<file path="src/rtl/delay_timer.sv">
// delay_timer: multi-channel terminal-count delay timer clocked at 2 kHz.
// Each channel has an IDLE/RUN FSM. The channel counts edges from Start and
// pulses o_Done once for a single cycle when the count reaches its terminal
// value tc.
// Optional feature macro: DELAY_TIMER_PERIODIC_EN. When it is defined, a
// per-channel periodic (auto-reload) mode is compiled in and selected by
// i_Mode. When it is undefined, every channel is one-shot and i_Mode is
// ignored.
module delay_timer #(
  parameter int unsigned WIDTH      = 12,
  parameter int unsigned CHANNELS   = 2,
  parameter int unsigned DEFAULT_TC = 4000
) (
  input  logic                      clk_2K,
  input  logic                      i_Reset,
  input  logic [CHANNELS-1:0]       i_Start,
  input  logic [CHANNELS-1:0]       i_Stop,
  input  logic [CHANNELS-1:0]       i_Load,
  input  logic [WIDTH-1:0]          i_LoadVal,
  input  logic [CHANNELS-1:0]       i_Mode,
  output logic [CHANNELS*WIDTH-1:0] o_Count,
  output logic [CHANNELS-1:0]       o_Busy,
  output logic [CHANNELS-1:0]       o_Done
);

  // One extra bit so count+1 never wraps when compared against tc.
  localparam int unsigned      CW       = WIDTH + 1;
  localparam logic [WIDTH-1:0] TC_RESET = WIDTH'(DEFAULT_TC);
  localparam logic [WIDTH-1:0] TC_MIN   = WIDTH'(1);

  typedef enum logic {
    S_IDLE = 1'b0,
    S_RUN  = 1'b1
  } state_e;

  // Shared load value; a zero terminal count is stored as 1.
  logic [WIDTH-1:0] w_load_tc;
  assign w_load_tc = (i_LoadVal == '0) ? TC_MIN : i_LoadVal;

`ifndef DELAY_TIMER_PERIODIC_EN
  // One-shot only build: i_Mode has no effect.
  logic w_unused_mode;
  assign w_unused_mode = ^i_Mode;
`endif

  for (genvar g = 0; g < CHANNELS; g++) begin : g_ch
    state_e           r_state;
    state_e           w_state_nxt;
    logic [WIDTH-1:0] r_count;
    logic [WIDTH-1:0] w_count_nxt;
    logic [WIDTH-1:0] r_tc;
    logic [WIDTH-1:0] w_tc_nxt;
    logic             r_done;
    logic             w_done_nxt;
    logic             r_busy;
    logic             w_periodic;
    logic [CW-1:0]    w_count_inc;
    logic             w_terminal;

`ifdef DELAY_TIMER_PERIODIC_EN
    logic r_mode;
    logic w_mode_nxt;
    assign w_periodic = r_mode;
`else
    assign w_periodic = 1'b0;
`endif

    // Terminal detection on the widened count so full-scale tc cannot wrap.
    assign w_count_inc = CW'(r_count) + CW'(1);
    assign w_terminal  = (w_count_inc >= CW'(r_tc));

    // Next-state logic; priority is Stop, Start, Load, terminal, increment.
    always_comb begin
      w_state_nxt = r_state;
      w_count_nxt = r_count;
      w_tc_nxt    = r_tc;
      w_done_nxt  = 1'b0;
`ifdef DELAY_TIMER_PERIODIC_EN
      w_mode_nxt  = r_mode;
`endif
      if (i_Stop[g]) begin
        w_state_nxt = S_IDLE;
        w_count_nxt = '0;
      end else begin
        // Load only in IDLE, so a Start on the same edge uses the new tc.
        if (i_Load[g] && (r_state == S_IDLE)) begin
          w_tc_nxt = w_load_tc;
        end
        if (i_Start[g]) begin
          w_state_nxt = S_RUN;
          w_count_nxt = '0;
`ifdef DELAY_TIMER_PERIODIC_EN
          w_mode_nxt  = i_Mode[g];
`endif
        end else if (r_state == S_RUN) begin
          if (w_terminal) begin
            w_done_nxt = 1'b1;
            if (w_periodic) begin
              w_count_nxt = '0;
            end else begin
              w_count_nxt = r_tc;
              w_state_nxt = S_IDLE;
            end
          end else begin
            w_count_nxt = w_count_inc[WIDTH-1:0];
          end
        end
      end
    end

    // State, count, terminal and output registers.
    always_ff @(posedge clk_2K) begin
      if (i_Reset) begin
        r_state <= S_IDLE;
        r_count <= '0;
        r_tc    <= TC_RESET;
        r_done  <= 1'b0;
        r_busy  <= 1'b0;
      end else begin
        r_state <= w_state_nxt;
        r_count <= w_count_nxt;
        r_tc    <= w_tc_nxt;
        r_done  <= w_done_nxt;
        r_busy  <= (w_state_nxt == S_RUN);
      end
    end

`ifdef DELAY_TIMER_PERIODIC_EN
    // Mode latched on Start; reset returns the channel to one-shot.
    always_ff @(posedge clk_2K) begin
      if (i_Reset) begin
        r_mode <= 1'b0;
      end else begin
        r_mode <= w_mode_nxt;
      end
    end
`endif

    assign o_Count[g*WIDTH +: WIDTH] = r_count;
    assign o_Busy[g]                 = r_busy;
    assign o_Done[g]                 = r_done;
  end

endmodule

</file>
<file path="config.mk">
export PLATFORM = sky130hd
export DESIGN_NAME = delay_timer
export DESIGN_NICKNAME = d
export VERILOG_FILES = /design/src/rtl/delay_timer.sv
export SDC_FILE = /design/constraint.sdc
export NUM_CORES = 1
export LEC_CHECK = 0
export ABC_AREA = 1
export CORE_MARGIN = 8
export CORE_UTILIZATION = 35
export CTS_CLUSTER_DIAMETER = 40
export CTS_CLUSTER_SIZE = 16
export DETAILED_ROUTE_END_ITERATION = 10
export PLACE_DENSITY = 0.56
export SYNTH_ARGS = -nofsm -noshare
export SYNTH_HDL_FRONTEND = slang
export SYNTH_SLANG_ARGS = --single-unit
</file>
<file path="constraint.sdc">
create_clock -name clk_2K -period 5.08 [get_ports clk_2K]
set_input_delay 0.508 -clock clk_2K [delete_from_list [all_inputs] [get_ports clk_2K]]
set_output_delay 0.508 -clock clk_2K [all_outputs]
set_load 0.03 [all_outputs]
</file>
### Yosys cells after proc, flatten, opt, wreduce, memory -nomap -nowiden

Index checks and enable logic that the tools add are counted.

* input bits: 22
* output and inout port bits: 28
* register bits: 52

* reduce and logical (&&, ||, !) cells: 11
* add/sub/neg operators: 2
* mux-type cells: 11
* $lt $le $gt $ge: 2
* bitwise logic cells: 4

Operators by type and width (number)
* $mux 12: 3
* $add 12x1->13 const B: 2
* $ge 13x12->1: 2
* $logic_not 12->1: 1
* $mux 1: 8
* $reduce_or 4->1: 2
* $reduce_or 3->1: 2
* $not 1->1: 4
* $reduce_and 2->1: 2
* $reduce_or 2->1: 2
* $logic_and 1x1->1: 2

### Depth between registers and ports, before layout

Gate-level depths: netlist of the first run.

* depth after elaboration: 5
* gate-level depth with buffers: 18
* depth with buffers taken out: 17

### Least setup slack after synthesis of the first run

Ideal clock, no wire load.

* path type: reg-to-reg
* start: register g_ch[1].r_count[0]
* end: register g_ch[1].r_count[9]
* data arrival time: 2.510 ns
* clock period less this slack: 2.619 ns
* stages on the path, launching flop included: 18
* path slack: 2.461 ns
* setup time: 0.109 ns
* cell sequence: dfxtp_1 ha_1 nand2_1 nor2_4 nand2_1 nor2_1 xor2_1 ha_1 nand3_1 inv_1 nand3_1 nand2_1 nor2_1 nand3_2 nand3_1 nand3_1 nand2_1 inv_1

* word-level cells in the longest chain between the ends: 3

Ends and longest elaborated chain
* start: declaration: RTL line 49 `logic [WIDTH-1:0] r_count;`
* start signal: assignment: RTL line 121 `r_count <= w_count_nxt;`
* $add 12x1->13 (*): RTL line 69 `assign w_count_inc = CW'(r_count) + CW'(1);`
* $ge 13x12->1: RTL line 70 `assign w_terminal = (w_count_inc >= CW'(r_tc));`
* $mux 12 (*): RTL line 96 `if (w_terminal) begin`

Every way passes the cells marked *; elsewhere a longest branch is shown, timed or not.
A chain may end at the register's enable or synchronous reset.

### Worst setup path after layout of the first run

* start: register g_ch[1].r_count[0]
* end: register g_ch[1].r_count[3]

The elaborated chain is that of the path after synthesis.

==> run summary, run 1 <==
Routing
• **drt via density** 4.67
• **First DRT Iteration DRCs** 113
• **Via Count** 3121
• **Routed WL per cell** 12.7 um
• **total length of routed wires** 8.47 mm
• **Pre-Repair DR Iteration Count** 4
• **detailed-route DRC error count** 0
• **Detail Route Antenna Nets** 0

Clock network
• **count of cells resized by post-cts repair** 0
• **buffer depth of the longest clock path** 2
• **CTS H-Tree Depth** 2
• **TritonCTS clock tree** done
• **clock network latency to the later pin of the worst-skew pair** 0.31 ns
• **number of buffers inserted by post-CTS setup repair** 0
• **Inserted Clock Buffers** 5
• **Root Driver** sky130_fd_sc_hd__clkbuf_8
• **post-CTS clock slew at the launch and capture registers of the worst setup and hold paths** 0.10 ns
• **number of buffers inserted by hold repair at cts** 0
• **CTS sink count** 52

Power and ir drop
• **internal portion of total power** 0.000604 W
• **combinational share of power** 10.5%
• **share of power burned in registers** 53.8%
• **part of the power in the clock network** 35.6%
• **Switching Share** 25.6%
• **reported leakage power** 2.00 nW
• **maximum resistive drop on vdd** 0.0000892 V
• **switching power of the nets** 0.000208 W
• **PD cells** 199 nW/um2

Cells and area
• **net count of the finished layout** 582
• **fraction of final layout cells with drive strength greater than 1** 6.54%
• **number of antenna repair diodes** 0
• **area of the multi-input gates** 1980 um2
• **Cell Count, Final, Fillers Out** 668
• **total area of sequential cells** 1040 um2
• **fill cell count** 1025
• **growth of design area from synthesis to finish** 17.0%
• **post-route core utilization** 41.9%
• **most frequent cells in the layout** sky130_fd_sc_hd__nand2_1, sky130_fd_sc_hd__inv_1, sky130_fd_sc_hd__dfxtp_1
• **most frequent standard cell in the layout excluding fill and tap cells** sky130_fd_sc_hd__nand2_1

Timing
• **number of setup violations in the final report** 0
• **Layout Skew** 0.0109 ns
• **number of max-slew violations in the final report** 0
• **Tcrit/Tclk final** 60.4%
• **maximum operating frequency** 326 MHz
• **total negative slack** 0 ns
• **setup repair after global routing missed its margin** false
• **worst slew pin tran** 1.00 ns
• **time the final worst path needs with I/O delays and setup** 3.07 ns
• **final worst setup slack** 2.01 ns
• **number of hold violations in the final report** 0
• **Max-slew headroom** 33.1%

Min path
• **worst min-delay path startpoint** g_ch[1].r_tc[10]
• **class of the tightest hold or removal check** reg2reg
• **hold path depth** 2
• **hold path endpoint** g_ch[1].r_count[10]

Synth
• **fraction of the yosys area taken by sequential cells** 29.9%
• **number of cells produced by synthesis** 499
• **Seq cells post-synth** 52
• **Net Count, Synth** 547
• **post-synthesis average cell area** 6.98 um2
• **total standard cell area after synthesis** 3480 um2
• **Distinct cells, synth** 30
• **predominant post-synthesis flop cell** sky130_fd_sc_hd__dfxtp_1
• **number of flops mapped to enable cells by yosys** 0
• **Yosys warning total** 0
• **Async S/R FF share, synth** 0%

Die
• **I/O Pins** 50
• **Std-Cell Rows** 36
• **initial standard-cell utilization of the core** 35.8%
• **Core Area** 9730 um2
• **DIE HEIGHT** 116 um
• **overall die width** 116 um
• **area enclosed by the die boundary** 13400 um2

Worst setup path
• **Worst EP required** 5.35 ns
• **Worst R2R Setup Slack** 2.01 ns
• **CP delay by family, top** simple AND/OR/NAND/NOR gates
• **launching instance or port of the critical path** g_ch[1].r_count[0]
• **worst reg2reg path depth** 16
• **Crit Path Max Fanout** 12
• **largest stage delay on the critical path** 0.59 ns
• **cell with the largest stage delay on the worst path** sky130_fd_sc_hd__nor2_1
• **type of the worst setup path** reg2reg
• **number of buffer and inverter stages on the critical path** 1
• **Crit. End Element** flip-flop
• **kind of start point of the critical path** flip-flop
• **ordered cell list for the critical path** ha_1 > nand2_1 > nor2_4 > nand2_1 > nor2_1 > xor2_1 > ha_1 > nand2_1 > nand2_1 > a21oi_1 > nand3_1 > nor2_1 > nand4_1 > nand3_1 > nand2_1 > inv_1
• **worst flop-to-flop path startpoint** g_ch[1].r_count[0]
• **Arr. time, crit path** 3.33 ns
• **FF-to-FF End** g_ch[1].r_count[3]
• **cell mode on critical path** sky130_fd_sc_hd__nand2_1

Placement
• **Final GP Congestion** 0.842
• **number of port buffers** 47
• **worst slack at placement** 2.02 ns
• **half-perimeter wire length after detailed placement** 6.58 mm
• **DP Cell Count** 660

Global routing
• **Global Route Usage Sum** 13.2%
• **largest net degree at the start of global routing** 25
• **vias in the first global route** 3093
• **first-pass GRT wire length** 14.4 mm
• **GRT Residual Overflow** 0
• **initial antenna violation count** 0

Run
• **max capacitance violation total** 0

Outcome
• **status** finished, final reports clean

## worst reg2reg max path, cell delays in order (launching register included)
cell	delay, ns
sky130_fd_sc_hd__dfxtp_1	0.44
sky130_fd_sc_hd__ha_1	0.22
sky130_fd_sc_hd__nand2_1	0.11
sky130_fd_sc_hd__nor2_4	0.15
sky130_fd_sc_hd__nand2_1	0.11
sky130_fd_sc_hd__nor2_1	0.13
sky130_fd_sc_hd__xor2_1	0.23
sky130_fd_sc_hd__ha_1	0.28
sky130_fd_sc_hd__nand2_1	0.06
sky130_fd_sc_hd__nand2_1	0.05
sky130_fd_sc_hd__a21oi_1	0.17
sky130_fd_sc_hd__nand3_1	0.10
sky130_fd_sc_hd__nor2_1	0.59
sky130_fd_sc_hd__nand4_1	0.16
sky130_fd_sc_hd__nand3_1	0.12
sky130_fd_sc_hd__nand2_1	0.06
sky130_fd_sc_hd__inv_1	0.05
## worst max-delay path by stage
stage                               endpoint  slack (ns)  depth (start not counted)
after floorplan           g_ch[1].r_count[9]        2.46                         17
after global placement    g_ch[1].r_count[2]        2.04                         16
after detailed placement  g_ch[1].r_count[3]        2.02                         16
after CTS                 g_ch[1].r_count[3]        2.02                         16
after global routing      g_ch[1].r_count[3]        1.59                         16
final                     g_ch[1].r_count[3]        2.01                         16
## sequential cells by signal (all words and copies together) (netlist names)
register      cells
g_ch.r_count     24
g_ch.r_done       2
g_ch.r_busy       2
g_ch.r_tc        24
## cells in the mapped netlist, types with 5 or more instances
library cell | n | area share, %
sky130_fd_sc_hd__o21ai_0 | 25 | 3.6
sky130_fd_sc_hd__nor2_2 | 5 | 0.90
sky130_fd_sc_hd__nand3_2 | 13 | 3.7
sky130_fd_sc_hd__nand3_1 | 44 | 6.3
sky130_fd_sc_hd__xor2_1 | 8 | 2.0
sky130_fd_sc_hd__a21oi_1 | 32 | 4.6
sky130_fd_sc_hd__nor2_1 | 22 | 2.4
sky130_fd_sc_hd__buf_4 | 5 | 1.1
sky130_fd_sc_hd__clkbuf_1 | 6 | 0.65
sky130_fd_sc_hd__inv_1 | 79 | 8.5
sky130_fd_sc_hd__nand4_1 | 23 | 4.1
sky130_fd_sc_hd__ha_1 | 26 | 9.3
sky130_fd_sc_hd__nand2_1 | 120 | 13
sky130_fd_sc_hd__xnor2_1 | 11 | 2.8
sky130_fd_sc_hd__dfxtp_1 | 52 | 30
## power by group through the flow
stage               Combinational (W)  Sequential (W)  Clock [W]
floorplan                   0.0000597        0.000439          0
global placement            0.0000829        0.000446          0
detailed placement          0.0000854        0.000446          0
CTS                         0.0000861        0.000437   0.000299
global route                0.0000977        0.000439   0.000314
finish                      0.0000855        0.000437   0.000289
## stage by stage
step           cell area (um2)  power, W  hold slack [ns]
2_1_floorplan             3480  0.000498            0.426
3_3_place_gp              3970  0.000529            0.443
3_5_place_dp              3970  0.000531            0.442
4_1_cts                   4080  0.000822            0.458
5_1_grt                   4080  0.000850            0.498
6_report                  4080  0.000812            0.456
## routing by layer
layer | wire, um | track usage [%] | vias up
met1 | 4040 | 15.7 | 1375
met4 | 71 | 2.68 | 0
met3 | 451 | 3.54 | 8
met5 | 0 | 0 | -
met2 | 3910 | 23.1 | 53
li1 | - | - | 1685
## area by class of cell
class / instances / area share (%)
clock buffers: 6 / 1.78
clock inverters: 2 / 0.860
inverters: 80 / 7.37
multi-input cells: 347 / 48.6
flip-flops and latches: 52 / 25.5
well taps: 133 / 4.08
repair buffers: 48 / 11.7
## cells by family after synthesis
kind of cell | share of synthesized area, %
adders and majority gates | 9.34
buffers and inverters | 13.2
DFF | 29.9
AOI/OAI and AO/OA | 9.41
and+or+nand+nor | 33.4
xor gates and xnor gates | 4.78
Note: power is estimated with default switching activity, not from simulation.
==> inputs of run 2 (changes only) <==
clock period = 3 ns   (was 5.08 ns; I/O delays follow)
==> run summary, run 2 (same netlist as run 1, synthesis figures left out) <==
Cells and area
• **post-route core utilization** 42.6%, +0.76 points
• **growth of design area from synthesis to finish** 19.2%
• **fraction of final layout cells with drive strength greater than 1** 8.64%, +2.1 points
• **most frequent cells in the layout** sky130_fd_sc_hd__nand2_1, sky130_fd_sc_hd__inv_1, sky130_fd_sc_hd__dfxtp_1
• **registers with the most flip-flops** g_ch.r_count: 24 flops, g_ch.r_tc: 24 flops
• **number of antenna repair diodes** 0, unchanged
• **most frequent standard cell in the layout excluding fill and tap cells** sky130_fd_sc_hd__nand2_1
• **net count of the finished layout** 591, +1.5%

Global routing
• **vias in the first global route** 3045, -1.6%
• **largest net degree at the start of global routing** 24, -4.0%
• **initial antenna violation count** 0, unchanged
• **Global Route Usage Sum** 12.7%, -0.43 points
• **first-pass GRT wire length** 14.0 mm, -2.8%
• **GRT Residual Overflow** 0, unchanged

Routing
• **detailed-route DRC error count** 0, unchanged
• **Detail Route Antenna Nets** 0, unchanged
• **total length of routed wires** 8.54 mm, +0.86%
• **Routed WL per cell** 12.6 um, -0.48%
• **drt via density** 4.69, +0.44%
• **Via Count** 3177, +1.8%
• **First DRT Iteration DRCs** 139, +23%
• **Pre-Repair DR Iteration Count** 4, unchanged

Worst setup path
• **FF-to-FF End** g_ch[1].r_count[9]
• **Worst R2R Setup Slack** 0.30 ns, -1.72 ns
• **ordered cell list for the critical path** ha_1 > nand2_1 > nor2_4 > nand2_1 > nor2_1 > xor2_1 > ha_1 > nand3_1 > inv_1 > nand3_1 > nand2_1 > nor2_2 > nand3_2 > nand3_1 > nand3_1 > nand2_1 > inv_1
• **worst flop-to-flop path startpoint** g_ch[1].r_count[1]
• **kind of start point of the critical path** flip-flop
• **Crit. End Element** flip-flop
• **largest stage delay on the critical path** 0.40 ns, -0.19 ns
• **Worst EP required** 3.22 ns, -2.13 ns
• **Arr. time, crit path** 2.92 ns, -0.41 ns
• **worst reg2reg path depth** 17, +1
• **number of buffer and inverter stages on the critical path** 2, +1
• **Crit Path Max Fanout** 5, -7
• **cell with the largest stage delay on the worst path** sky130_fd_sc_hd__dfxtp_1
• **CP delay by family, top** simple AND/OR/NAND/NOR gates
• **type of the worst setup path** reg2reg

Power and ir drop
• **share of power burned in registers** 54.8%, +1.0 points
• **total power draw** 0.00133 W, +64%
• **internal portion of total power** 0.000954 W, +58%
• **Switching Share** 28.3%, +2.7 points
• **maximum resistive drop on vdd** 0.000203 V, +130%
• **combinational share of power** 11.7%, +1.2 points
• **PD cells** 321 nW/um2, +61%
• **part of the power in the clock network** 33.4%, -2.2 points
• **switching power of the nets** 0.000377 W, +81%
• **reported leakage power** 2.05 nW, +2.6%

Run
• **max capacitance violation total** 0, unchanged

Timing
• **number of setup violations in the final report** 0, unchanged
• **setup repair after global routing missed its margin** false
• **hold slack final** 0.454 ns, -0.00164 ns
• **time the final worst path needs with I/O delays and setup** 2.70 ns, -0.362 ns
• **final worst setup slack** 0.296 ns, -1.72 ns
• **Tcrit/Tclk final** 90.1%, +30 points
• **total negative slack** 0 ns, unchanged
• **maximum operating frequency** 370 MHz, +13%
• **number of hold violations in the final report** 0, unchanged
• **Max-slew headroom** 70.6%, +38 points
• **Layout Skew** 0.0152 ns, +0.00423 ns
• **number of max-slew violations in the final report** 0, unchanged
• **worst slew pin tran** 0.440 ns, -0.562 ns

Die
• **Std-Cell Rows** 36, unchanged
• **initial standard-cell utilization of the core** 35.8%, unchanged
• **overall die width** 116 um, unchanged
• **I/O Pins** 50, unchanged
• **Core Area** 9730 um2, unchanged
• **area enclosed by the die boundary** 13400 um2, unchanged
• **DIE HEIGHT** 116 um, unchanged

Clock network
• **post-CTS clock slew at the launch and capture registers of the worst setup and hold paths** 0.12 ns, +0.02 ns
• **Root Driver** sky130_fd_sc_hd__clkbuf_8
• **CTS sink count** 52, unchanged
• **number of buffers inserted by hold repair at cts** 0, unchanged
• **CTS H-Tree Depth** 2, unchanged
• **buffer depth of the longest clock path** 2, unchanged
• **number of buffers inserted by post-CTS setup repair** 0, unchanged
• **Inserted Clock Buffers** 5, unchanged
• **TritonCTS clock tree** done
• **clock network latency to the later pin of the worst-skew pair** 0.31 ns, about the same
• **count of cells resized by post-cts repair** 0, unchanged

Placement
• **worst slack at placement** 0.246 ns, -1.77 ns
• **half-perimeter wire length after detailed placement** 6.74 mm, +2.4%
• **Final GP Congestion** 0.848, +0.71%
• **number of port buffers** 47, unchanged

Min path
• **worst min-delay path startpoint** g_ch[1].r_tc[10]
• **hold path depth** 2, unchanged
• **hold path endpoint** g_ch[1].r_count[10]
• **class of the tightest hold or removal check** reg2reg

Outcome
• **status** finished, final reports clean

-- run 2: cell count changes in the layout (fill, tap and decap cells not counted), sizes merged --
cell	delta
bufinv	-1
clkinv	-1
inv	+3
buf	+8
nand3	+1
clkbuf	-1
-- run 2: worst max-delay path by stage --
stage / from / endpoint / slack, ns / cells past startpoint
after floorplan: g_ch[1].r_count[0] / g_ch[1].r_count[9] / 0.38 / 17
after global placement: g_ch[0].r_count[0] / g_ch[0].r_count[9] / 0.24 / 17
after detailed placement: g_ch[0].r_count[0] / g_ch[0].r_count[8] / 0.25 / 15
after CTS: g_ch[1].r_count[1] / g_ch[1].r_count[7] / 0.21 / 17
after global routing: g_ch[0].r_count[0] / g_ch[0].r_count[9] / 0.004 / 17
final: g_ch[1].r_count[1] / g_ch[1].r_count[9] / 0.30 / 17
-- run 2: worst reg2reg max path: stages, from the launching register on --
cell                      delay [ns]
sky130_fd_sc_hd__dfxtp_1        0.40
sky130_fd_sc_hd__ha_1           0.20
sky130_fd_sc_hd__nand2_1        0.10
sky130_fd_sc_hd__nor2_4         0.15
sky130_fd_sc_hd__nand2_1        0.11
sky130_fd_sc_hd__nor2_1         0.13
sky130_fd_sc_hd__xor2_1         0.24
sky130_fd_sc_hd__ha_1           0.29
sky130_fd_sc_hd__nand3_1        0.14
sky130_fd_sc_hd__inv_1          0.07
sky130_fd_sc_hd__nand3_1        0.10
sky130_fd_sc_hd__nand2_1        0.07
sky130_fd_sc_hd__nor2_2         0.17
sky130_fd_sc_hd__nand3_2        0.17
sky130_fd_sc_hd__nand3_1        0.12
sky130_fd_sc_hd__nand3_1        0.08
sky130_fd_sc_hd__nand2_1        0.06
sky130_fd_sc_hd__inv_1          0.03
-- run 2: stage by stage --
step	cells	cell area [um2]
final	677	4150
after global routing	677	4150
after CTS	676	4130
after detailed placement	668	4030
after global placement	668	4030
after floorplan	499	3480
-- run 2: power groups by stage --
stage	registers [W]	clock network [W]	logic [W]
finish	0.000730	0.000445	0.000156
global route	0.000733	0.000493	0.000177
CTS	0.000731	0.000468	0.000158
detailed placement	0.000746	0	0.000157
global placement	0.000746	0	0.000154
floorplan	0.000743	0	0.000101
-- run 2: metal layers --
layer | vias to the layer above | wire length (um) | GRT usage (%)
met5 | - | 0 | 0
met2 | 54 | 4210 | 23.0
met3 | 4 | 513 | 2.97
met1 | 1420 | 3760 | 14.9
li1 | 1699 | - | -
met4 | 0 | 65 | 2.85
-- run 2: cell type report --
class,count,area [um2]
clock buffers,5,68.8
clock inverters,3,28.8
fillers,1038,5580
inverters,80,300
multi-input cells,348,2000
flip-flops and latches,52,1040
well taps,133,166
repair buffers,56,538
